<file path="src/rtl/regwrite_arbiter.sv">
// regwrite_arbiter: shares the register-file write port between the ALU (A) and
// memory (B) writebacks. Define REGWR_ARB_RR_EN for round-robin contention.
module regwrite_arbiter #(
  parameter int DATA_W     = 8,
  parameter int ADDR_W     = 3,
  parameter int STARVE_MAX = 3
) (
  input  logic              clk,
  input  logic              rst,
  input  logic              a_valid,
  input  logic [ADDR_W-1:0] a_addr,
  input  logic [DATA_W-1:0] a_data,
  output logic              a_ready,
  input  logic              b_valid,
  input  logic [ADDR_W-1:0] b_addr,
  input  logic [DATA_W-1:0] b_data,
  output logic              b_ready,
  output logic              wr_en,
  output logic [ADDR_W-1:0] wr_addr,
  output logic [DATA_W-1:0] wr_data,
  output logic [3:0]        starve_cnt_o
);

  localparam logic [3:0] STARVE_MAX_C = 4'(STARVE_MAX);

  // Reject starvation limits the 4-bit counter cannot represent
  if (STARVE_MAX < 1 || STARVE_MAX > 15) begin : gBadStarveMax
    $error("regwrite_arbiter: STARVE_MAX must be within 1..15");
  end

  logic              grantA_s;
  logic              grantB_s;
  logic              favorB_s;
  logic              wrEn_r;
  logic [ADDR_W-1:0] wrAddr_r;
  logic [DATA_W-1:0] wrData_r;

`ifdef REGWR_ARB_RR_EN
  logic lastGrant_r;

  // Contention goes to whoever did not win most recently (0 = A, 1 = B)
  always_comb begin
    favorB_s = ~lastGrant_r;
  end

  // Track the most recent winner, including uncontended grants
  always_ff @(posedge clk or posedge rst) begin
    if (rst) begin
      lastGrant_r <= 1'b0;
    end else if (grantB_s) begin
      lastGrant_r <= 1'b1;
    end else if (grantA_s) begin
      lastGrant_r <= 1'b0;
    end else begin
      lastGrant_r <= lastGrant_r;
    end
  end

  assign starve_cnt_o = 4'd0;
`else
  logic [3:0] starveCnt_r;
  logic [3:0] starveNext_s;

  // A has priority until B has lost STARVE_MAX contended cycles in a row
  always_comb begin
    favorB_s = (starveCnt_r == STARVE_MAX_C);
  end

  // Count B's contended losses; any B win or idle B restarts the count
  always_comb begin
    starveNext_s = starveCnt_r;
    if (grantB_s || !b_valid) begin
      starveNext_s = 4'd0;
    end else if (grantA_s) begin
      if (starveCnt_r >= STARVE_MAX_C) begin
        starveNext_s = STARVE_MAX_C;
      end else begin
        starveNext_s = starveCnt_r + 4'd1;
      end
    end else begin
      starveNext_s = starveCnt_r;
    end
  end

  // Starvation counter register
  always_ff @(posedge clk or posedge rst) begin
    if (rst) begin
      starveCnt_r <= 4'd0;
    end else begin
      starveCnt_r <= starveNext_s;
    end
  end

  assign starve_cnt_o = starveCnt_r;
`endif

  // Grant decision; readies stay low for the whole reset assertion
  always_comb begin
    grantA_s = 1'b0;
    grantB_s = 1'b0;
    if (rst) begin
      grantA_s = 1'b0;
      grantB_s = 1'b0;
    end else if (a_valid && b_valid) begin
      if (favorB_s) begin
        grantB_s = 1'b1;
      end else begin
        grantA_s = 1'b1;
      end
    end else if (a_valid) begin
      grantA_s = 1'b1;
    end else if (b_valid) begin
      grantB_s = 1'b1;
    end else begin
      grantA_s = 1'b0;
      grantB_s = 1'b0;
    end
  end

  assign a_ready = grantA_s;
  assign b_ready = grantB_s;

  // Write-port register: one-cycle wr_en pulse per transfer, addr/data hold otherwise
  always_ff @(posedge clk or posedge rst) begin
    if (rst) begin
      wrEn_r   <= 1'b0;
      wrAddr_r <= '0;
      wrData_r <= '0;
    end else if (grantA_s) begin
      wrEn_r   <= 1'b1;
      wrAddr_r <= a_addr;
      wrData_r <= a_data;
    end else if (grantB_s) begin
      wrEn_r   <= 1'b1;
      wrAddr_r <= b_addr;
      wrData_r <= b_data;
    end else begin
      wrEn_r   <= 1'b0;
      wrAddr_r <= wrAddr_r;
      wrData_r <= wrData_r;
    end
  end

  assign wr_en   = wrEn_r;
  assign wr_addr = wrAddr_r;
  assign wr_data = wrData_r;

endmodule

</file>
<file path="config.mk">
export PLATFORM = sky130hd
export DESIGN_NAME = regwrite_arbiter
export DESIGN_NICKNAME = d
export VERILOG_FILES = /design/src/rtl/regwrite_arbiter.sv
export SDC_FILE = /design/constraint.sdc
export NUM_CORES = 1
export LEC_CHECK = 0
export CAP_MARGIN = 15
export CORE_MARGIN = 5
export CORE_UTILIZATION = 57
export CTS_BUF_LIST = sky130_fd_sc_hd__clkbuf_4
export DETAILED_ROUTE_END_ITERATION = 10
export DONT_BUFFER_PORTS = 1
export PLACE_DENSITY = 0.75
export SYNTH_ARGS = -nofsm -noshare
export SYNTH_HDL_FRONTEND = slang
export SYNTH_SLANG_ARGS = --single-unit
</file>
<file path="constraint.sdc">
create_clock -name clk -period 1.3 [get_ports clk]
set_input_delay 0.195 -clock clk [delete_from_list [all_inputs] [get_ports clk]]
set_output_delay 0.195 -clock clk [all_outputs]
set_load 0.1 [all_outputs]
</file>
==> results.yml, run 1 <==
setup_path:
  rrSetupSlack_ps: -260
  r2r_start: "starve_cnt_o[1]"
  critPathKind: "reg2out"
  crit_path_start_kind: "flip-flop"
  worstSetupStartpoint: "starve_cnt_o[1]"
  worst-endpoint-arrival_ps: 1470
  cp.required_ps: 1110
  crit_path_end_kind: "output port"
  crit_fanout: 2
  r2r-end: "wr_addr[1]"
  ff2ff_path_depth: 6
detailed_routing:
  viasPerCell: 6.01
  drc: 0
  final_antenna_net_count: 0
  drtIter0Drc: 21
  wl_per_cell_um: 18.1
  drt-total-wl_um: 2390
  firstDrtPassIters: 4
  vias: 793
logic_synthesis:
  synth.area.top_cells: "dfrtp_1 47%, o21ai_2 9.2%, a31oi_1 8.0%"
  synth-seq-area-share_pct: 46.7
  synth.distinct_cells: 25
  ys_ff_latch: 16
  netlist_area_um2: 857
  synth_top_cell_by_area: "dfrtp_1"
  synth-edff-count: 0
  synthTopCellsByCount: "16 x dfrtp_1, 14 x nor2_1, 11 x a31oi_1, 11 x nand3_1, 9 x o21ai_2"
  synth.most_common_cell: "dfrtp_1"
  synth.avg_cell_area_um2: 9.74
  syn_inst: 88
  synthArstFlopShare_pct: 100
  synthDominantCellAreaShare_pct: 46.7
  yosys_warnings: 0
  syn_nets: 115
  ys.flop_type: "dfrtp_1"
global_route:
  grt_max_degree: 24
  grt_pass1_wl_um: 3880
  grt_pass1_vias: 820
  track_usage_pct: 20.4
  overflow: 0
  antenna_found_initial: 0
floorplan:
  start_util_pct: 58.2
  core_area_um2: 1470
  dieArea_um2: 2380
  die_h_um: 48.8
  pin_count: 44
  row_count: 14
  die_w_um: 48.8
placement:
  io_buffers: 0
  routabilityCongestion: 0.787
  dp_hpwl_um: 1700
outcome:
  violations: "setup timing"
  outcome: "finished with violations"
min_path:
  whs_path_depth: 2
  min_to: "starve_cnt_o[0]"
  min_path_type: "in2reg"
  min_from: "rst"
layout:
  drive_above_1_share_pct: 50.0
  nNetsFinal: 144
  syn_to_final_growth_pct: 40.0
  diodes: 0
  utilization_pct: 81.5
timing:
  finalCriticalPeriod_ps: 1660
  hold_violations: 0
  worst_slew_pin_slew_ps: 436
  maxSlewViolCount: 0
  setup_ws_ps: -362
  slew_headroom_pct: 70.9
  fin_crit_sh_pct: 128
  setup_viol: 14
  max_freq_ghz: 0.602
  rsz0062_at_grt: "yes"
  fin_skew_ps: 4.16
clocking:
  cts_sinks: 16
  root_buffer: "clkbuf_4"
  cts_buffers: 3
  cts.htree.levels: 1
  clk_pin_slew_ps: 100
  cts_buffer_depth: 2
  clk_latency_ps: 290
  tritoncts: "built"
power_and_ir_drop:
  ir_worst_vdd_v: 0.000865
  leakagePower_nw: 0.495
  p_total_w: 0.00154
  p_int_w: 0.000835
  switchingPower_w: 0.000704
  seq_power_share_pct: 37.5
  pwr-share-clk_pct: 19.9
  p_sw_share_pct: 45.8
  comb_power_share_pct: 42.6
  powerDensity_nw_per_um2: 1280
run:
  drv_cap: 0
[cell type report]
type | instances | area (um2)
Multi-Input combinational cell | 65 | 467
Sequential cell | 16 | 410
Fill cell | 89 | 272
Timing Repair Buffer | 30 | 269
Clock buffer | 4 | 30.0
Tap cell | 16 | 20.0
Inverter | 1 | 3.75
[cell usage in the layout (no fill, tap or decap), drive strengths merged]
cell | netlist | routed
inv | 1 | 1
nand4bb | 1 | 1
clkbuf | 0 | 4
nor2 | 14 | 14
and3 | 2 | 2
a31oi | 11 | 11
and4bb | 1 | 1
a21boi | 2 | 2
nor2b | 1 | 1
nand3 | 11 | 11
o21ba | 1 | 1
o31ai | 1 | 1
buf | 6 | 29
ha | 1 | 1
dfrtp | 16 | 16
nand2 | 4 | 4
dlygate4sd3 | 0 | 1
a21oi | 1 | 1
a21o | 1 | 1
nand2b | 2 | 2
o21ai | 11 | 11
[worst max path at each step]
stage                 end  cells after the start  slack (ps)
6_report          a_ready                      4        -360
5_1_grt           a_ready                      4        -400
4_1_cts           a_ready                      4        -350
3_5_place_dp   wr_addr[1]                      5        -100
3_3_place_gp      a_ready                      4         -70
2_1_floorplan     a_ready                      4        -570
[through the flow]
| step | setup slack (ps) | hold slack, ps | setup TNS (ps) | cells | area [um2] |
|---|---|---|---|---|---|
| 2_1_floorplan | -565 | 117 | -2700 | 88 | 905 |
| 3_3_place_gp | -72.4 | 128 | -462 | 124 | 1090 |
| 3_5_place_dp | -105 | 140 | -789 | 124 | 1090 |
| 4_1_cts | -348 | 34.8 | -2750 | 131 | 1160 |
| 5_1_grt | -402 | 18.5 | -3560 | 132 | 1200 |
| 6_report | -362 | 26.9 | -2750 | 132 | 1200 |
[flip-flops by register name, indices dropped and copies added, names as in the netlist]
signal,cells
starve_cnt_o,4
wr_addr,3
wr_data,8
wr_en,1
[power groups by stage]
| stage | registers, W | logic, W | clock network (W) |
|---|---|---|---|
| floorplan | 0.000963 | 0.000138 | 0 |
| global route | 0.000586 | 0.000680 | 0.000336 |
| CTS | 0.000578 | 0.000648 | 0.000298 |
| global placement | 0.000585 | 0.000636 | 0 |
| detailed placement | 0.000589 | 0.000642 | 0 |
| finish | 0.000578 | 0.000655 | 0.000306 |
[critical path: stages (launching register included)]
cell and delay [ps]:
dfrtp_4 500, ha_4 160, and4bb_4 220, nor2_4 110
buf_12 180
[what timing repair did]
action / CTS / global route
hold buffers: 1 / 0
hold endpoints to repair: 16 / 0
buffers inserted: 2 / 1
gates resized for setup: 4 / 6
endpoints found under the setup margin: 13 / 15
pin swaps: 8 / 4
[routing by layer]
| layer | global-route usage, % | routed length (um) | vias up | share of wire, % |
|---|---|---|---|---|
| met3 | 6.73 | 195 | 7 | 8.1 |
| li1 | - | - | 377 | - |
| met1 | 22.5 | 891 | 366 | 37 |
| met2 | 35.9 | 1260 | 43 | 53 |
| met4 | 7.62 | 46 | 0 | 1.9 |
| met5 | 0 | 0 | - | 0 |
[logic make-up (layout without fill, tap and decap cells)]
logic type / count (synthesis) / after routing / synth area share [%]
buf+inv: 7 / 35 / 6.42
flops: 16 / 16 / 46.7
compound gates: 28 / 28 / 24.1
fa+ha+maj: 1 / 1 / 1.46
simple gates: 36 / 36 / 21.3
Note: power is estimated with default switching activity, not from simulation.
==> inputs of run 2 (changes only) <==
Settings changed: CELL_PAD_IN_SITES_DETAIL_PLACEMENT set to 0, CELL_PAD_IN_SITES_GLOBAL_PLACEMENT set to 1, CORE_UTILIZATION 57 to 41.
==> results.yml, run 2 (synthesized netlist as in run 1, its figures left out) <==
outcome:
  outcome: "finished with violations"
  violations: "setup timing"
setup_path:
  cp.required_ps: 1110
  crit_slowest_cell: "dfrtp_4"
  crit_path_max_incr_delay_ps: 500
  path_depth: 4
  cp.buffers_inverters: 1
  worstSetupStartpoint: "starve_cnt_o[1]"
  crit_chain: "ha_4 > and4bb_4 > nor2_4 > buf_12"
  critical_path.top_delay_family: "flip-flops"
  critPathKind: "reg2out"
  crit_path_end_kind: "output port"
  crit_path_start_kind: "flip-flop"
  r2r-end: "wr_data[4]"
  crit_fanout: 3
  r2r_start: "starve_cnt_o[1]"
  worst-endpoint-arrival_ps: 1450
  ff2ff_path_depth: 6
  crit_end: "a_ready"
  rrSetupSlack_ps: -220
timing:
  worst_slew_pin_slew_ps: 419
  fin_skew_ps: 4.52
  max_freq_ghz: 0.609
  rsz0062_at_grt: "yes"
  setup_ws_ps: -343
  hold_violations: 0
  fin_crit_sh_pct: 126
  finalCriticalPeriod_ps: 1640
  slew_headroom_pct: 72.1
  setup_viol: 13
  maxSlewViolCount: 0
  tns_ps: -2330
clocking:
  clk_pin_slew_ps: 100
  tritoncts: "built"
  cts_buffer_depth: 2
  cts_buffers: 3
  root_buffer: "clkbuf_4"
  cts_sinks: 16
  cts.htree.levels: 1
  clk_latency_ps: 290
power_and_ir_drop:
  powerDensity_nw_per_um2: 1290
  p_total_w: 0.00152
  leakagePower_nw: 0.485
  ir_worst_vdd_v: 0.000791
placement:
  io_buffers: 0
  routabilityCongestion: 0.728
  place_ws_ps: -89.4
  dp_hpwl_um: 1720
global_route:
  busiest_layer: "met2"
  grtUsageMet3_pct: 3.48
  grt_max_degree: 24
  grt_use_met1_pct: 17.9
  grt_pass1_vias: 796
  antenna_found_initial: 0
  grtUsageMet2_pct: 27.2
  grt_pass1_wl_um: 3780
  track_usage_pct: 15.5
  overflow: 0
run:
  drv_cap: 0
layout:
  syn_to_final_growth_pct: 37.5
  nNetsFinal: 142
  layout_commonest_cell: "buf_4"
  largest_reg_flops: 8
  final_cell_mix: "22 x buf_4, 12 x nor2_1, 12 x dfrtp_1"
  drive_above_1_share_pct: 46.5
  diodes: 0
  fillers: 179
detailed_routing:
  wl_per_cell_um: 15.8
  drc: 0
  viasPerCell: 5.25
  drtIter0Drc: 8
  firstDrtPassIters: 2
  vias: 740
  drt-total-wl_um: 2230
  final_antenna_net_count: 0
floorplan:
  pin_count: 44
  dieArea_um2: 3100
  die_w_um: 55.7
  core_area_um2: 1980
  die_h_um: 55.7
  row_count: 16
  start_util_pct: 43.2
min_path:
  min_path_type: "in2reg"
  min_from: "rst"
-- run 2: cell count changes in the layout (fill, tap and decap cells not counted), sizes merged --
cell / change
buf: -2
-- run 2: where the power goes --
| group | internal, W | switching, W |
|---|---|---|
| Sequential | 0.000549 | 0.0000287 |
| Clock | 0.000140 | 0.000166 |
| Combinational | 0.000137 | 0.000502 |
-- run 2: worst min-delay path by stage --
stage | slack [ps] | to | cells after the start
6_report | 20 | starve_cnt_o[0] | 2
5_1_grt | 20 | starve_cnt_o[0] | 2
4_1_cts | 20 | starve_cnt_o[0] | 2
3_5_place_dp | 130 | wr_addr[2] | 2
3_3_place_gp | 130 | wr_addr[2] | 2
2_1_floorplan | 120 | starve_cnt_o[0] | 1
-- run 2: cell type report --
type | instances | area, um2 | share of cell area, %
clock buffers | 4 | 30.0 | 2.55
well taps | 27 | 33.8 | 2.87
inverters | 1 | 3.75 | 0.318
multi-input cells | 65 | 443 | 37.6
flip-flops and latches | 16 | 410 | 34.8
repair buffers | 28 | 258 | 21.9
-- run 2: stage by stage --
step	instance area (um2)	utilization [%]	instances	hold slack (ps)
6_report	1180	59.5	141	24.3
3_5_place_dp	1110	56.2	135	133
4_1_cts	1190	60.0	142	19.5
3_3_place_gp	1110	56.2	135	130
5_1_grt	1180	59.5	141	17.3
2_1_floorplan	905	-	88	117
-- run 2: per-layer routing --
metal,wire length [um],vias to the layer above
met5,0,-
met4,29,0
met3,129,2
met2,1090,27
met1,976,339
li1,-,372
-- run 2: timing repair --
| item | CTS | global route |
|---|---|---|
| cloned | 0 | 0 |
| endpoints found under the hold margin | 16 | 0 |
| hold buffers | 1 | 0 |
| pin swaps | 18 | 3 |
| setup buffers | 2 | 0 |
| endpoints found under the setup margin | 10 | 15 |
| resized for setup | 6 | 1 |
